===== config.mk =====
export PLATFORM = sky130hd
export DESIGN_NAME = id_ex_stage
export DESIGN_NICKNAME = d
export VERILOG_FILES = /design/src/rtl/pipe_pkg.sv /design/src/rtl/fwd_mux.sv /design/src/rtl/id_ex_stage.sv
export SDC_FILE = /design/constraint.sdc
export NUM_CORES = 1
export LEC_CHECK = 0
export ABC_AREA = 0
export CAP_MARGIN = 20
export CORE_AREA = 8 8 134 136
export DETAILED_ROUTE_END_ITERATION = 8
export DIE_AREA = 0 0 142 144
export GPL_ROUTABILITY_DRIVEN = 0
export HOLD_SLACK_MARGIN = 0.12
export PLACE_DENSITY = 0.95
export SLEW_MARGIN = 30
export SYNTH_ARGS = -nofsm -noshare
export SYNTH_HDL_FRONTEND = slang
export SYNTH_HIERARCHICAL = 1
export SYNTH_SLANG_ARGS = --single-unit

===== constraint.sdc =====
create_clock -name clk -period 7.1 [get_ports clk]
set_clock_uncertainty 0.1 [all_clocks]
set_input_delay 1.42 -clock clk [delete_from_list [all_inputs] [get_ports clk]]
set_output_delay 1.42 -clock clk [all_outputs]
set_load 0.03 [all_outputs]

===== src/rtl/pipe_pkg.sv =====
// Shared types for the decode/execute pipeline register: ALU opcodes, held-instruction
// layout and the register-match rule used by forwarding, snooping and hazard detection.
package pipe_pkg;

  localparam int DATA_W = 32;
  localparam int REG_W  = 5;

  typedef enum logic [3:0] {
    ALU_ADD  = 4'b0000,
    ALU_SUB  = 4'b0001,
    ALU_AND  = 4'b0010,
    ALU_OR   = 4'b0011,
    ALU_NOR  = 4'b0100,
    ALU_XOR  = 4'b0101,
    ALU_SLL  = 4'b0110,
    ALU_SRA  = 4'b0111,
    ALU_SRL  = 4'b1000,
    ALU_SLT  = 4'b1001,
    ALU_SLTU = 4'b1010,
    ALU_LUI  = 4'b1011,
    ALU_PASS = 4'b1111
  } alu_op_e;

  typedef struct packed {
    logic [3:0]        alu_ctrl;
    logic [REG_W-1:0]  rs_addr;
    logic [REG_W-1:0]  rt_addr;
    logic [DATA_W-1:0] rs_data;
    logic [DATA_W-1:0] rt_data;
    logic [DATA_W-1:0] imm;
    logic [4:0]        shamt;
    logic              src1_sel;
    logic              src2_sel;
    logic              wr_en;
    logic [REG_W-1:0]  wr_addr;
    logic              mem_read;
  } id_ex_t;

  // Register 0 is hardwired, so a producer targeting it never matches anything.
  function automatic logic reg_hit(input logic en, input logic [REG_W-1:0] prod,
                                   input logic [REG_W-1:0] src);
    return en && (prod == src) && (src != '0);
  endfunction

endpackage


===== src/rtl/fwd_mux.sv =====
// Per-source producer match and priority select: EX/MEM first, then MEM/WB, then held data.
module fwd_mux
  import pipe_pkg::*;
#(
  parameter bit FWD_EN = 1'b1
) (
  input  logic [REG_W-1:0]  src_addr,
  input  logic [DATA_W-1:0] held_data,
  input  logic              mem_en,
  input  logic [REG_W-1:0]  mem_addr,
  input  logic [DATA_W-1:0] mem_data,
  input  logic              wb_en,
  input  logic [REG_W-1:0]  wb_addr,
  input  logic [DATA_W-1:0] wb_data,
  output logic              mem_hit,
  output logic              wb_hit,
  output logic [DATA_W-1:0] fwd_data
);

  // Hits are always reported; they drive hazard detection and snooping even without forwarding.
  always_comb begin
    mem_hit  = reg_hit(mem_en, mem_addr, src_addr);
    wb_hit   = reg_hit(wb_en, wb_addr, src_addr);
    fwd_data = held_data;
    if (FWD_EN && mem_hit) begin
      fwd_data = mem_data;
    end else if (FWD_EN && wb_hit) begin
      fwd_data = wb_data;
    end
  end

endmodule


===== src/rtl/id_ex_stage.sv =====
// ID/EX pipeline register with operand forwarding, writeback snooping and load-use bubbles.
// Define ID_EX_FORWARD_EN to enable forwarding; otherwise any pending producer stalls.
module id_ex_stage
  import pipe_pkg::*;
#(
  parameter int DW = DATA_W,
  parameter int RW = REG_W
) (
  input  logic          clk,
  input  logic          resetn,
  input  logic          in_valid,
  output logic          in_ready,
  input  logic [3:0]    id_alu_ctrl,
  input  logic [RW-1:0] id_rs_addr,
  input  logic [RW-1:0] id_rt_addr,
  input  logic [DW-1:0] id_rs_data,
  input  logic [DW-1:0] id_rt_data,
  input  logic [DW-1:0] id_imm,
  input  logic [4:0]    id_shamt,
  input  logic          id_src1_sel,
  input  logic          id_src2_sel,
  input  logic          id_wr_en,
  input  logic [RW-1:0] id_wr_addr,
  input  logic          id_mem_read,
  input  logic          flush,
  input  logic          mem_fwd_en,
  input  logic [RW-1:0] mem_fwd_addr,
  input  logic [DW-1:0] mem_fwd_data,
  input  logic          mem_fwd_is_load,
  input  logic          wb_fwd_en,
  input  logic [RW-1:0] wb_fwd_addr,
  input  logic [DW-1:0] wb_fwd_data,
  output logic          out_valid,
  input  logic          out_ready,
  output logic [3:0]    alu_ctrl,
  output logic [DW-1:0] src1,
  output logic [DW-1:0] src2,
  output logic [DW-1:0] ex_store_data,
  output logic          ex_wr_en,
  output logic [RW-1:0] ex_wr_addr,
  output logic          ex_mem_read
);

`ifdef ID_EX_FORWARD_EN
  localparam bit FWD_ON = 1'b1;
`else
  localparam bit FWD_ON = 1'b0;
`endif

  logic          full_q, full_d;
  id_ex_t        ex_q, ex_d;
  logic          rs_mem_hit, rs_wb_hit, rt_mem_hit, rt_wb_hit;
  logic [DW-1:0] rs_val, rt_val;
  logic          rs_used, rt_used, is_store;
  logic          mem_blocks, wb_blocks, hazard;
  logic          fire, accept;

  fwd_mux #(.FWD_EN(FWD_ON)) u_fwd_rs (
    .src_addr (ex_q.rs_addr),  .held_data(ex_q.rs_data),
    .mem_en   (mem_fwd_en),    .mem_addr (mem_fwd_addr), .mem_data(mem_fwd_data),
    .wb_en    (wb_fwd_en),     .wb_addr  (wb_fwd_addr),  .wb_data (wb_fwd_data),
    .mem_hit  (rs_mem_hit),    .wb_hit   (rs_wb_hit),    .fwd_data(rs_val)
  );

  fwd_mux #(.FWD_EN(FWD_ON)) u_fwd_rt (
    .src_addr (ex_q.rt_addr),  .held_data(ex_q.rt_data),
    .mem_en   (mem_fwd_en),    .mem_addr (mem_fwd_addr), .mem_data(mem_fwd_data),
    .wb_en    (wb_fwd_en),     .wb_addr  (wb_fwd_addr),  .wb_data (wb_fwd_data),
    .mem_hit  (rt_mem_hit),    .wb_hit   (rt_wb_hit),    .fwd_data(rt_val)
  );

  // Without forwarding, every in-flight producer of a used source must retire first.
  assign mem_blocks = FWD_ON ? mem_fwd_is_load : 1'b1;
  assign wb_blocks  = !FWD_ON;
  assign is_store   = !ex_q.mem_read && !ex_q.wr_en;
  assign rs_used    = !ex_q.src1_sel;
  assign rt_used    = !ex_q.src2_sel || is_store;
  assign hazard     = full_q &&
                      ((rs_used && ((rs_mem_hit && mem_blocks) || (rs_wb_hit && wb_blocks))) ||
                       (rt_used && ((rt_mem_hit && mem_blocks) || (rt_wb_hit && wb_blocks))));

  assign out_valid = full_q && !hazard;
  assign fire      = out_valid && out_ready;
  assign in_ready  = !full_q || fire || flush;
  assign accept    = in_valid && in_ready && !flush;

  always_comb begin
    full_d = full_q;
    ex_d   = ex_q;
    if (flush) begin
      full_d = 1'b0;
    end else if (accept) begin
      full_d        = 1'b1;
      ex_d.alu_ctrl = id_alu_ctrl;
      ex_d.rs_addr  = id_rs_addr;
      ex_d.rt_addr  = id_rt_addr;
      ex_d.rs_data  = id_rs_data;
      ex_d.rt_data  = id_rt_data;
      ex_d.imm      = id_imm;
      ex_d.shamt    = id_shamt;
      ex_d.src1_sel = id_src1_sel;
      ex_d.src2_sel = id_src2_sel;
      ex_d.wr_en    = id_wr_en;
      ex_d.wr_addr  = id_wr_addr;
      ex_d.mem_read = id_mem_read;
    end else begin
      if (fire) begin
        full_d = 1'b0;
      end
      if (full_q && rs_wb_hit) begin
        ex_d.rs_data = wb_fwd_data;
      end
      if (full_q && rt_wb_hit) begin
        ex_d.rt_data = wb_fwd_data;
      end
    end
  end

  always_ff @(posedge clk or negedge resetn) begin
    if (!resetn) begin
      full_q <= 1'b0;
      ex_q   <= '0;
    end else begin
      full_q <= full_d;
      ex_q   <= ex_d;
    end
  end

  assign alu_ctrl      = ex_q.alu_ctrl;
  assign src1          = ex_q.src1_sel ? {{(DW-5){1'b0}}, ex_q.shamt} : rs_val;
  assign src2          = ex_q.src2_sel ? ex_q.imm : rt_val;
  assign ex_store_data = rt_val;
  assign ex_wr_en      = ex_q.wr_en;
  assign ex_wr_addr    = ex_q.wr_addr;
  assign ex_mem_read   = ex_q.mem_read;

endmodule


==> results.py, run 1 <==
metrics = {
    "worst_setup_path": {
        "worst_setup_path_start_kind": "input port",
        "crit_chain": "clkdlybuf4s50_1, xnor2_1, nand4_1, nor4_1, or2_2, and2_1, o21ai_0, clkdlybuf4s50_1",
        "cp-end-kind": "primary output",
        "required_ns": 5.58,
        "cp_max_fo": 3,
        "cp.arrival_ns": 3.71,
        "crit_top_cell": "clkdlybuf4s50_1",
        "slowest_stage": "clkdlybuf4s50_1",
        "path_class": "in2out",
        "cpLargestDelayFamily": "buffers and inverters",
        "slowest_delay_ns": 0.63,
        "crit_buf_inv": 2,
    },
    "timing": {
        "worst_pin_slew_ns": 0.8433,
        "final_hold_viol_count": 0,
        "finalMaxSlewViolations": 0,
        "fmax_mhz": 191.4,
        "hold_slack_ns": 0.4088,
        "slew_headroom_pct": 43.78,
        "finalSetupTns_ns": 0,
        "finalCritPeriodShare_pct": 73.60,
        "rsz0062_at_grt": "false",
        "period_minus_slack_ns": 5.226,
        "setup_viol": 0,
    },
    "job": {
        "cap_violations": 0,
    },
    "synthesis": {
        "ys.flop_type": "dfrtp_1",
        "synth-seq-cells": 125,
        "syn_area_um2": 7094,
        "syn_nets": 814,
        "synth_edf_count": 0,
        "synth.area.top_cells": "dfrtp_1 44%, mux2_4 12%, mux2i_1 9.0%",
        "synth_area_per_cell_um2": 11.67,
        "ys_seq_area_share_pct": 44.09,
        "yosysTopAreaCell": "dfrtp_1",
        "async_flop_share_pct": 100.0,
        "syn_inst": 608,
        "synth.top_cell.area_share_pct": 44.09,
        "synthDistinctLibCells": 31,
        "yosysWarnings": 6,
    },
    "clocking": {
        "cts_setup_buffers": 0,
        "ctsLongestPathBuffers": 2,
        "clk_pin_slew_ns": 0.06,
        "cts_tree": "done",
        "cts_made_buffers": 17,
        "root_buffer": "clkbuf_16",
        "holdBufCountCts": 0,
        "cts.sinks": 125,
        "cts_resized": 0,
        "h-tree-depth": 4,
        "worstSkewPairLatency_ns": 0.41,
    },
    "power": {
        "fin_total_pwr_mw": 2.927,
        "power_density_nw_per_um2": 291.2,
        "leakagePower_nw": 4.490,
        "vdd_drop_max_mv": 0.1537,
    },
    "run_status": {
        "status": "finished, final reports clean",
    },
    "cells_and_area": {
        "insertedDiodeCount": 0,
        "num-fill-cells": 1244,
        "nNetsFinal": 1008,
        "final_core_util_pct": 62.61,
        "drive_gt1_share_pct": 17.91,
        "areaGrowthSynthToFinish_pct": 41.69,
    },
    "grt": {
        "grt_antenna_before_repair": 0,
        "grt_start_max_net_pins": 67,
        "grt_pass1_vias": 5973,
        "grt_pass1_wl_mm": 34.07,
        "grt_remaining_overflow": 0,
        "grt_use_total_pct": 21.71,
    },
    "routing": {
        "wire_per_inst_um": 21.55,
        "met3WireLength_mm": 1.475,
        "routed.top_layer": "met4",
        "met1_length_mm": 8.988,
        "ant_nets": 0,
        "wl_met2_mm": 11.31,
        "wl_mm": 22.30,
        "first_pass_iters": 4,
        "via_per_inst": 5.205,
        "drtIter0Drc": 256,
        "vias": 5387,
        "drcViolationCount": 0,
    },
    "die": {
        "io_pins": 315,
        "dieHeight_um": 144,
        "die-area_um2": 20450,
        "rows": 47,
        "start_util_pct": 44.19,
        "die_width_um": 142,
        "coreArea_um2": 16050,
    },
    "place": {
        "io_buffers": 281,
        "hpwl_mm": 16.39,
    },
    "hold_path": {
        "hold_class": "reg2reg",
    },
}
-- power breakdown --
part           switching [mW]  internal (mW)
registers               0.117          0.847
clock network           0.338          0.564
logic                   0.530          0.531
total                   0.984           1.94
-- cells in the mapped netlist (2+ instances only) --
library cell,count
dfrtp_1,125
mux2i_1,64
xor2_1,8
mux2_4,56
nand2_1,4
buf_12,6
inv_1,2
nor2_1,4
buf_1,6
o21ai_0,118
o21ai_1,13
nand4_1,4
mux2_2,41
clkbuf_1,23
nor4_1,4
nor2b_1,28
or4_1,2
xnor2_1,12
clkbuf_2,2
buf_4,75
-- registers in the layout, indices dropped and copies added, names as in the netlist --
register and count:
ex_q 113, ex_wr_addr 5, ex_mem_read 1, full_q 1, alu_ctrl 4, ex_wr_en 1
-- metrics by stage --
stage | cell area, µm² | cells | setup WS [ns]
after floorplan | 7094 | 608 | 2.753
after global placement | 9443 | 1003 | 1.972
after detailed placement | 9443 | 1003 | 1.890
after CTS | 10050 | 1035 | 1.887
after global routing | 10050 | 1035 | 1.754
final | 10050 | 1035 | 1.874
-- final cells by class --
cell class | count | area (µm²) | share of cell area, %
Inverter | 2 | 7.507 | 0.07468
Clock inverter | 13 | 166.4 | 1.655
Multi-Input combinational cell | 366 | 3141 | 31.24
Sequential cell | 125 | 3129 | 31.13
Clock buffer | 19 | 442.9 | 4.406
Timing Repair Buffer | 290 | 2890 | 28.75
Tap cell | 220 | 275.3 | 2.738
-- cells by family (layout without fill, tap and decap cells) --
| logic type | after synthesis | after routing | share of synthesized area, % |
|---|---|---|---|
| buf+inv | 117 | 324 | 11.85 |
| compound gates | 135 | 135 | 10.04 |
| simple gates | 50 | 50 | 4.162 |
| flops | 125 | 125 | 44.09 |
| xor+xnor | 20 | 20 | 2.469 |
| mux | 161 | 161 | 27.39 |
-- worst paths after layout --
kind	startpoint	end	slack, ns	cells past startpoint
worst min-delay path	ex_q[45]$_DFFE_PN0P_	ex_q[45]$_DFFE_PN0P_	0.41	1
min in group asynchronous	resetn	ex_q[43]$_DFFE_PN0P_	0.98	1
worst min register to register	ex_q[45]$_DFFE_PN0P_	ex_q[45]$_DFFE_PN0P_	0.41	1
max in group asynchronous	resetn	ex_q[7]$_DFFE_PN0P_	4.50	2
worst max-delay path	wb_fwd_addr[3]	in_ready	1.87	8
worst max register to register	ex_q[112]$_DFFE_PN0P_	ex_q[7]$_DFFE_PN0P_	3.62	8
-- worst reg2reg max path, cell delays in order, from the launching register on --
cell and delay, ns:
dfrtp_1 0.44, or4_1 0.53, nor2_1 0.15, nor4_1 0.09
or2_2 0.33, a2111oi_4 0.32, or2_4 0.52, buf_4 0.48
mux2_2 0.40
-- metal layers --
metal / global-route usage [%] / vias to the layer above
met1: 24.99 / 2676
met2: 37.55 / 225
met4: 8.592 / 0
met3: 6.075 / 36
li1: - / 2450
met5: 0 / -
-- layout by cell type (no fill, tap or decap), types with 2 or more instances in the layout --
| cell | netlist | routed |
|---|---|---|
| nand4_1 | 4 | 4 |
| buf_4 | 75 | 9 |
| dfrtp_1 | 125 | 124 |
| xnor2_1 | 12 | 12 |
| clkinvlp_4 | 0 | 3 |
| clkbuf_16 | 0 | 17 |
| nor4_1 | 4 | 4 |
| nor2b_1 | 28 | 28 |
| o21ai_1 | 13 | 13 |
| nor2_1 | 4 | 3 |
| nand2_2 | 0 | 2 |
| inv_1 | 2 | 2 |
| o21ai_0 | 118 | 118 |
| clkinv_2 | 0 | 2 |
| clkdlybuf4s50_1 | 0 | 280 |
| clkinv_4 | 0 | 3 |
| mux2_4 | 56 | 56 |
| mux2_2 | 41 | 41 |
| mux2i_1 | 64 | 64 |
| inv_6 | 0 | 2 |
| bufinv_16 | 0 | 3 |
| or4_1 | 2 | 2 |
| nand2_1 | 4 | 2 |
| xor2_1 | 8 | 8 |
No activity file was read; power rests on OpenSTA's default activity.
==> run 2: changes to the inputs <==
--- a/config.mk
+++ b/config.mk
@@ -7,12 +7,12 @@
 export LEC_CHECK = 0
 export ABC_AREA = 0
 export CAP_MARGIN = 20
-export CORE_AREA = 8 8 134 136
+export CORE_AREA = 8 8 138 140
 export DETAILED_ROUTE_END_ITERATION = 8
-export DIE_AREA = 0 0 142 144
+export DIE_AREA = 0 0 146 148
 export GPL_ROUTABILITY_DRIVEN = 0
 export HOLD_SLACK_MARGIN = 0.12
-export PLACE_DENSITY = 0.95
+export PLACE_DENSITY = 0.91
 export SLEW_MARGIN = 30
 export SYNTH_ARGS = -nofsm -noshare
 export SYNTH_HDL_FRONTEND = slang
==> constraint.sdc (replaced) <==
create_clock -name clk -period 5.1 [get_ports clk]
set_clock_uncertainty 0.1 [all_clocks]
set_input_delay 1.02 -clock clk [delete_from_list [all_inputs] [get_ports clk]]
set_output_delay 1.02 -clock clk [all_outputs]
set_load 0.03 [all_outputs]
==> results.py, run 2 (same netlist as run 1, synthesis figures left out) <==
metrics = {
    "run_status": {
        "status": "finished, final reports clean",
    },
    "place": {
        "hpwl_mm": 16.35,
        "io_buffers": 281,
    },
    "clocking": {
        "worstSkewPairLatency_ns": 0.42,
        "cts_tree": "done",
        "cts_resized": 0,
        "cts.sinks": 125,
        "cts_setup_buffers": 0,
        "ctsLongestPathBuffers": 2,
        "root_buffer": "clkbuf_16",
        "cts_made_buffers": 17,
        "h-tree-depth": 4,
        "holdBufCountCts": 0,
        "clk_pin_slew_ns": 0.06,
    },
    "worst_setup_path": {
        "cp_max_fo": 3,
        "required_ns": 3.98,
        "crit_buf_inv": 2,
        "slowest_stage": "clkdlybuf4s50_1",
        "crit_top_cell": "clkdlybuf4s50_1",
        "cpLargestDelayFamily": "buffers and inverters",
        "cp-end-kind": "primary output",
        "slowest_delay_ns": 0.63,
        "crit_chain": "clkdlybuf4s50_1, xnor2_1, nand4_1, nor4_1, o21bai_1, nand2_1, o21ai_0, clkdlybuf4s50_1",
        "worst_setup_path_start_kind": "input port",
        "cp.arrival_ns": 3.35,
        "path_class": "in2out",
    },
    "routing": {
        "drcViolationCount": 0,
        "first_pass_iters": 5,
        "ant_nets": 0,
        "vias": 5425,
        "wl_mm": 22.43,
        "drtIter0Drc": 227,
        "wire_per_inst_um": 21.51,
        "via_per_inst": 5.201,
    },
    "die": {
        "io_pins": 315,
        "die-area_um2": 21610,
        "die_width_um": 146,
        "coreArea_um2": 16940,
        "dieHeight_um": 148,
        "rows": 48,
        "start_util_pct": 41.89,
    },
    "timing": {
        "slew_headroom_pct": 44.93,
        "final_hold_viol_count": 0,
        "fmax_mhz": 223.7,
        "finalCritPeriodShare_pct": 87.66,
        "worst_pin_slew_ns": 0.8261,
        "setup_viol": 0,
        "finalMaxSlewViolations": 0,
        "rsz0062_at_grt": "false",
        "finalSetupTns_ns": 0,
        "period_minus_slack_ns": 4.471,
    },
    "grt": {
        "grt_remaining_overflow": 0,
        "grt_pass1_wl_mm": 34.67,
        "grt_start_max_net_pins": 65,
        "grt_use_total_pct": 20.55,
        "grt_antenna_before_repair": 0,
        "grt_pass1_vias": 5980,
    },
    "cells_and_area": {
        "nNetsFinal": 1011,
        "insertedDiodeCount": 0,
        "areaGrowthSynthToFinish_pct": 42.89,
        "final_cell_mix": "280 x clkdlybuf4s50_1, 124 x dfrtp_1, 118 x o21ai_0, 64 x mux2i_1, 56 x mux2_4",
        "regMostFlops": "ex_q",
        "final_core_util_pct": 59.86,
        "largest_register_ffs": 113,
        "num-fill-cells": 1349,
        "drive_gt1_share_pct": 18.34,
        "mostFrequentLayoutCell": "clkdlybuf4s50_1",
    },
    "power": {
        "power_density_nw_per_um2": 413.0,
        "vdd_drop_max_mv": 0.2330,
        "leakagePower_nw": 4.530,
    },
    "hold_path": {
        "hold_class": "reg2reg",
    },
    "job": {
        "cap_violations": 0,
    },
}
-- run 2: changes by cell type in the layout (fill, tap and decap cells not counted) --
| cell | change |
|---|---|
| clkbuf_1 | -1 |
| bufinv_16 | +2 |
| clkinv_2 | -1 |
| clkbuf_8 | +1 |
| buf_4 | +3 |
| inv_6 | -1 |
-- run 2: path summary, 6_finish.rpt --
path	start	end	slack, ns	cells past startpoint
worst max-delay path	wb_fwd_addr[4]	in_ready	0.63	8
worst min-delay path	ex_q[14]$_DFFE_PN0P_	ex_q[14]$_DFFE_PN0P_	0.41	1
worst max register to register	ex_q[112]$_DFFE_PN0P_	ex_q[7]$_DFFE_PN0P_	1.60	8
worst min register to register	ex_q[14]$_DFFE_PN0P_	ex_q[14]$_DFFE_PN0P_	0.41	1
max in group asynchronous	resetn	ex_q[46]$_DFFE_PN0P_	3.33	2
min in group asynchronous	resetn	ex_q[17]$_DFFE_PN0P_	0.55	1
-- run 2: metal layers --
metal	track usage, %	wire [µm]	up-vias
met2	34.74	11040	239
met3	7.184	1876	37
met5	0	0	-
li1	-	-	2461
met4	7.986	537	0
met1	23.53	8985	2688
-- run 2: power by group --
| group | leakage [nW] | internal, mW | switching (mW) |
|---|---|---|---|
| clock network | 0.316 | 0.896 | 0.471 |
| logic | 2.71 | 0.742 | 0.734 |
| registers | 1.50 | 1.18 | 0.164 |
-- run 2: through the flow --
| stage | power (mW) | setup WS (ns) | hold slack (ns) | cell area, µm² | cells |
|---|---|---|---|---|---|
| 2_1_floorplan | 2.327 | 1.553 | 0.3762 | 7094 | 608 |
| 3_3_place_gp | 2.800 | 0.7273 | 0.3856 | 9472 | 1011 |
| 3_5_place_dp | 2.838 | 0.6176 | 0.3878 | 9472 | 1011 |
| 4_1_cts | 4.226 | 0.6111 | 0.4107 | 10140 | 1043 |
| 5_1_grt | 4.361 | 0.4847 | 0.4168 | 10140 | 1043 |
| 6_report | 4.187 | 0.6292 | 0.4085 | 10140 | 1043 |
-- run 2: final cells by class --
type                            instances  area, µm²  area share (%)
Clock inverter                         13      212.7           2.098
Timing Repair Buffer                  293       2913           28.73
Clock buffer                           19      452.9           4.468
Multi-Input combinational cell        366       3141           30.98
Inverter                                2      7.507         0.07406
Sequential cell                       125       3129           30.87
Tap cell                              225      281.5           2.777
